==> config.mk <==
export PLATFORM = sky130hd
export DESIGN_NAME = circuit_sweep_driver
export DESIGN_NICKNAME = d
export VERILOG_FILES = /design/src/rtl/cello_sweep_pkg.sv /design/src/rtl/sweep_settle_timer.sv /design/src/rtl/circuit_sweep_driver.sv
export SDC_FILE = /design/constraint.sdc
export NUM_CORES = 1
export LEC_CHECK = 0
export CELL_PAD_IN_SITES_DETAIL_PLACEMENT = 2
export CELL_PAD_IN_SITES_GLOBAL_PLACEMENT = 2
export CORE_MARGIN = 3
export CORE_UTILIZATION = 30
export DETAILED_ROUTE_END_ITERATION = 12
export PLACE_DENSITY_LB_ADDON = 0.1
export RECOVER_POWER = 50
export SYNTH_ARGS = -nofsm -noshare
export SYNTH_HDL_FRONTEND = slang
export SYNTH_SLANG_ARGS = --single-unit
==> constraint.sdc <==
create_clock -name clk -period 2.1 [get_ports clk]
set_input_delay 0.42 -clock clk [delete_from_list [all_inputs] [get_ports clk]]
set_output_delay 0.42 -clock clk [all_outputs]
set_load 0.01 [all_outputs]
==> src/rtl/cello_sweep_pkg.sv <==
// Shared types and helpers for the truth-table sweep driver.
// Row k of a table is {in1,in2,in3,in4} == k and lives at bit position 15-k.
package cello_sweep_pkg;

  typedef enum logic [2:0] {
    IDLE   = 3'd0,
    DRIVE  = 3'd1,
    SETTLE = 3'd2,
    SAMPLE = 3'd3,
    FINISH = 3'd4,
    DONE   = 3'd5
  } sweep_state_t;

  localparam int ROWS  = 16;
  localparam int IDX_W = 4;

  function automatic logic tt_bit(input logic [ROWS-1:0] tt, input logic [IDX_W-1:0] k);
    logic [IDX_W-1:0] pos;
    pos = IDX_W'(ROWS - 1) - k;
    return tt[pos];
  endfunction

endpackage

==> src/rtl/sweep_settle_timer.sv <==
// Loadable down-counter that marks the end of a per-row settle window.
// expire is high while the count is zero; the count parks at zero.
module sweep_settle_timer #(
  parameter int CNT_W = 8
) (
  input  logic             clk,
  input  logic             rst_n,
  input  logic             load,
  input  logic [CNT_W-1:0] load_val,
  output logic             expire
);

  logic [CNT_W-1:0] cnt_q;

  always_ff @(posedge clk or negedge rst_n) begin
    if (!rst_n) begin
      cnt_q <= '0;
    end else if (load) begin
      cnt_q <= load_val;
    end else if (cnt_q != '0) begin
      cnt_q <= cnt_q - 1'b1;
    end
  end

  assign expire = (cnt_q == '0);

endmodule

==> src/rtl/circuit_sweep_driver.sv <==
// Walks a 4-input combinational circuit through all 16 input rows, samples its
// output through a 2-flop synchroniser and grades the rebuilt truth table.
module circuit_sweep_driver
  import cello_sweep_pkg::*;
#(
  parameter logic [15:0] TT_EXPECTED   = 16'h3B60,
  parameter int          SETTLE_CYCLES = 4,
  parameter int          CNT_W         = 8
) (
  input  logic        clk,
  input  logic        rst_n,
  input  logic        start,
  input  logic        abort,
  input  logic        dut_out,
  output logic        in1,
  output logic        in2,
  output logic        in3,
  output logic        in4,
  output logic        busy,
  output logic        done,
  output logic        pass,
  output logic [15:0] measured_tt,
  output logic [4:0]  mismatch_cnt,
  output logic [3:0]  first_fail_idx,
  output logic        first_fail_valid
);

  sweep_state_t     state_q, state_d;
  logic [IDX_W-1:0] idx_q, idx_d;
  logic [IDX_W-1:0] drv_q, drv_d;
  logic             busy_q, busy_d;
  logic             done_q, done_d;
  logic             pass_q, pass_d;
  logic [ROWS-1:0]  meas_q, meas_d;
  logic [4:0]       mcnt_q, mcnt_d;
  logic [IDX_W-1:0] ffi_q, ffi_d;
  logic             ffv_q, ffv_d;
  logic             sync1_q, sync2_q;

  logic             timer_load;
  logic             timer_expire;
  logic             accept;
  logic [IDX_W-1:0] meas_pos;

  // Loaded in DRIVE, so SETTLE lasts SETTLE_CYCLES-1 cycles.
  sweep_settle_timer #(.CNT_W(CNT_W)) u_timer (
    .clk      (clk),
    .rst_n    (rst_n),
    .load     (timer_load),
    .load_val (CNT_W'(SETTLE_CYCLES - 2)),
    .expire   (timer_expire)
  );

  assign accept   = start && !abort;
  assign meas_pos = IDX_W'(ROWS - 1) - idx_q;

  always_comb begin
    state_d    = state_q;
    idx_d      = idx_q;
    drv_d      = drv_q;
    busy_d     = busy_q;
    done_d     = 1'b0;
    pass_d     = pass_q;
    meas_d     = meas_q;
    mcnt_d     = mcnt_q;
    ffi_d      = ffi_q;
    ffv_d      = ffv_q;
    timer_load = 1'b0;

    case (state_q)
      IDLE, DONE: begin
        if (accept) begin
          state_d = DRIVE;
          idx_d   = '0;
          drv_d   = '0;
          busy_d  = 1'b1;
          pass_d  = 1'b0;
          meas_d  = '0;
          mcnt_d  = '0;
          ffi_d   = '0;
          ffv_d   = 1'b0;
        end
      end
      DRIVE: begin
        timer_load = 1'b1;
        state_d    = SETTLE;
      end
      SETTLE: begin
        if (timer_expire) state_d = SAMPLE;
      end
      SAMPLE: begin
        meas_d[meas_pos] = sync2_q;
        if (sync2_q != tt_bit(TT_EXPECTED, idx_q)) begin
          if (mcnt_q != 5'd16) mcnt_d = mcnt_q + 5'd1;
          if (!ffv_q) begin
            ffi_d = idx_q;
            ffv_d = 1'b1;
          end
        end
        if (idx_q == IDX_W'(ROWS - 1)) begin
          state_d = FINISH;
        end else begin
          idx_d   = idx_q + 1'b1;
          drv_d   = idx_q + 1'b1;
          state_d = DRIVE;
        end
      end
      FINISH: begin
        pass_d  = (meas_q == TT_EXPECTED);
        done_d  = 1'b1;
        busy_d  = 1'b0;
        state_d = DONE;
      end
      default: state_d = IDLE;
    endcase

    // Abort drops whatever this cycle would have recorded; earlier rows stay visible.
    if (abort && (state_q inside {DRIVE, SETTLE, SAMPLE, FINISH})) begin
      state_d = IDLE;
      drv_d   = '0;
      busy_d  = 1'b0;
      done_d  = 1'b0;
      pass_d  = 1'b0;
      meas_d  = meas_q;
      mcnt_d  = mcnt_q;
      ffi_d   = ffi_q;
      ffv_d   = ffv_q;
    end
  end

  always_ff @(posedge clk or negedge rst_n) begin
    if (!rst_n) begin
      state_q <= IDLE;
      idx_q   <= '0;
      drv_q   <= '0;
      busy_q  <= 1'b0;
      done_q  <= 1'b0;
      pass_q  <= 1'b0;
      meas_q  <= '0;
      mcnt_q  <= '0;
      ffi_q   <= '0;
      ffv_q   <= 1'b0;
      sync1_q <= 1'b0;
      sync2_q <= 1'b0;
    end else begin
      state_q <= state_d;
      idx_q   <= idx_d;
      drv_q   <= drv_d;
      busy_q  <= busy_d;
      done_q  <= done_d;
      pass_q  <= pass_d;
      meas_q  <= meas_d;
      mcnt_q  <= mcnt_d;
      ffi_q   <= ffi_d;
      ffv_q   <= ffv_d;
      sync1_q <= dut_out;
      sync2_q <= sync1_q;
    end
  end

  assign {in1, in2, in3, in4} = drv_q;
  assign busy             = busy_q;
  assign done             = done_q;
  assign pass             = pass_q;
  assign measured_tt      = meas_q;
  assign mismatch_cnt     = mcnt_q;
  assign first_fail_idx   = ffi_q;
  assign first_fail_valid = ffv_q;

endmodule

==> summary.md <==
| Metric | Value |
|---|---|
| Post CTS Setup Buffer Count | 0 |
| Core ar. | 8340 µm² |
| DR vias | 2,278 |
| Die height | 99.2 µm |
| Fraction of layout instances using a drive strength above 1 | around 11% |
| Seq/Total Area, Yosys | between 40% and 50% |
| Ys Warns | 0 |
| Clk_lat worst skew | 0.31 ns |
| Area of the multi-input gates | 1220 µm² |
| R2R setup slack | 0.18 ns |
| H-tree depth reported by CTS | 2 |
| Tmin final | 1.92 ns |
| Crit path launch | idx_q[1] |
| Placer congestion estimate | 0.738 |
| GR Overflow Total | 0 |
| Req. time, crit path | around 2.3 ns |
| Worst hold path class | primary input to async pin |
| Critical Path AT | about 2.1 ns |
| RSZ-0062 raised after global routing | no |
| Syn_nets | roughly 290 |
| Worst Setup End Kind | flip-flop |
| Vias per cell | 5.19 |
| DR iter-0 viols | 48 |
| Mean Syn Cell Area | 9.31 µm² |
| Pins over their slew limit | 0 |
| Lkg Pwr | 1.45 nW |
| Final setup fails | 0 |
| Register clock-pin slew on the reported worst setup and hold paths | 0.10 ns |
| Commonest cells after routing, fill and taps aside | 50 x dfrtp_1, 37 x o21ai_0, 29 x clkdlybuf4s50_1 |
| Cell Area, Synth | 2610 µm² |
| Clk buf depth | 2 |
| Most common cell after layout, fill and taps aside | dfrtp_1 |
| Reg2reg start | idx_q[1] |
| Area of the die | 9840 µm² |
| Peak supply drop | 0.000315 V |
| Clock Sinks | 50 |
| # DRC | 0 |
| Post-synth EDFFs | 0 |
| Routed WL | 7710 µm |
| Row count | 33 |
| IO Pins | 38 |
| CTS Buf Count | 5 |
| Syn Inst Count | 280 |
| Clk_skew | between 0.004 and 0.005 ns |
| Largest net degree at the start of global routing | 23 |
| Final hold violations | 0 |
| Number of fill cells | about 930 |
| Worst-margin pin slew | roughly 1.1 ns |
| FF+latch area | 1250 µm² |
| CTS tree | yes |
| WHS | 0.278 ns |
| Status | finished clean |
| Post-synthesis register bit count | 50 |
| Post-synth top area share | 48.0% |
| Crit path capture | first_fail_idx[2] |
| Crit path kind | flip-flop to flip-flop |
| P&R area growth vs syn | 26.8% |
| Yosys top cell by area | dfrtp_1 |
| CP startpoint kind | flip-flop |
| Post-route ant nets | 0 |
| Pre-antenna DRT Iters | 4 |
| HPWL after DPL | 5820 µm |
| Number of distinct library cells after synthesis | 50 |
| Number of diodes | 0 |
| Die width | a little under 100 µm |
| GRT Util Overall | 17.2% |
| Hold-fix buffers, CTS | 0 |
| Wire per inst | approximately 18 µm |
| Initial Util | a little under a third |
| R2R depth | 8 |
| Slew headroom | 28.7% |
| Tcrit/Tclk final | approximately nine tenths |
| Ys async rst share | 100% |
| Pwr dens | approximately 850 nW/µm² |
| Port-buffer cells | 37 |
| Post-cts sizing count | 0 |
| Top cells by area, synth | dfrtp_1 48%, o21ai_0 7.1%, ha_1 3.8% |
| Nets | approximately 350 |
| Maxcap violations | 0 |
| Clock Tree Root | clkbuf_8 |
| Setup TNS | 0 ns |
| R2r endpoint | first_fail_idx[2] |
| Highest clock rate | 520 MHz |
| First-pass GRT wire length | 13,600 µm |
| Synth Flop Type | dfrtp_1 |
| Crit Path Max Fanout | 4 |
| Vias in the first global route | 2,535 |
| Initial antenna violation count | 0 |
-- layer usage --
layer  global-route usage (%)  part of all wire, %  vias to the layer above
li1                         -                    -                     1094
met1                     24.6                   51                     1151
met2                     26.9                   46                       27
met3                     3.23                  2.3                        6
met4                     3.99                 0.91                        0
met5                        0                    0                        -
-- final cells by class --
type,instances,share of cell area [%]
Sequential cell,50,37.9
Timing Repair Buffer,59,15.9
Inverter,18,2.04
Multi-Input combinational cell,199,37.0
Tap cell,105,3.97
Clock buffer,5,2.08
Clock inverter,3,1.21
-- cell families (layout without fill, tap and decap cells) --
kind of cell    after synthesis  count (layout)  synth area share, %
flops                        50              50                 48.0
buf+inv                      31              85                 5.09
compound gates               81              81                 18.4
simple gates                 94              94                 19.0
fa+ha+maj                     9               9                 4.22
xor+xnor                     10              10                 3.36
mux                           5               5                 1.97
-- power breakdown --
part           internal [W]  switching [W]  leakage [nW]
clock network      0.000351       0.000339        0.0579
logic              0.000393       0.000505         0.718
registers           0.00109       0.000118         0.677
total               0.00184       0.000963          1.45
-- Yosys cell counts, types with 3 or more instances --
cell type and n:
ha_1 8, a211o_1 3, a31oi_1 4, nor3_1 8
nand2_1 22, o21ai_0 37, a21oi_1 19, o22ai_1 4
xnor2_1 5, buf_2 4, nand4_1 3, nor2_1 22
mux2i_1 4, nor4_1 3, or3_1 3, xor2_1 5
clkbuf_1 7, inv_1 17, dfrtp_1 50, nand3_1 12
nor2b_1 3
-- worst min path at each step --
stage	end	slack, ns
after global placement	sync2_q	0.34
after floorplan	busy	0.12
after global routing	u_timer.cnt_q[5]	0.35
final	u_timer.cnt_q[5]	0.28
after CTS	u_timer.cnt_q[5]	0.05
after detailed placement	sync2_q	0.34
-- sequential cells by signal (all words and copies together) (netlist names) --
signal            flops
busy                  1
sync2_q               1
state_q               3
sync1_q               1
idx_q                 4
drv_q                 4
u_timer.cnt_q         8
measured_tt          16
mismatch_cnt          5
pass                  1
first_fail_valid      1
first_fail_idx        4
done                  1
-- critical path: stages (launching register included) --
cell     delay (ns)
dfrtp_1        0.36
inv_1          0.08
ha_1           0.35
inv_1          0.07
nor3_1         0.15
a211o_1        0.19
nand3_1        0.12
a21oi_1        0.33
o22ai_1        0.13
-- stage by stage --
step	std cells	setup slack, ns	cell area [µm²]	power [W]	util (%)
floorplan	280	0.247	2610	0.00177	-
global placement	431	0.112	3220	0.00212	38.6
detailed placement	431	0.0455	3220	0.00216	38.6
CTS	439	0.141	3320	0.00286	39.9
global route	439	0.00584	3310	0.00302	39.6
finish	439	0.177	3310	0.00280	39.6
Power figures use the tool's default switching activity.
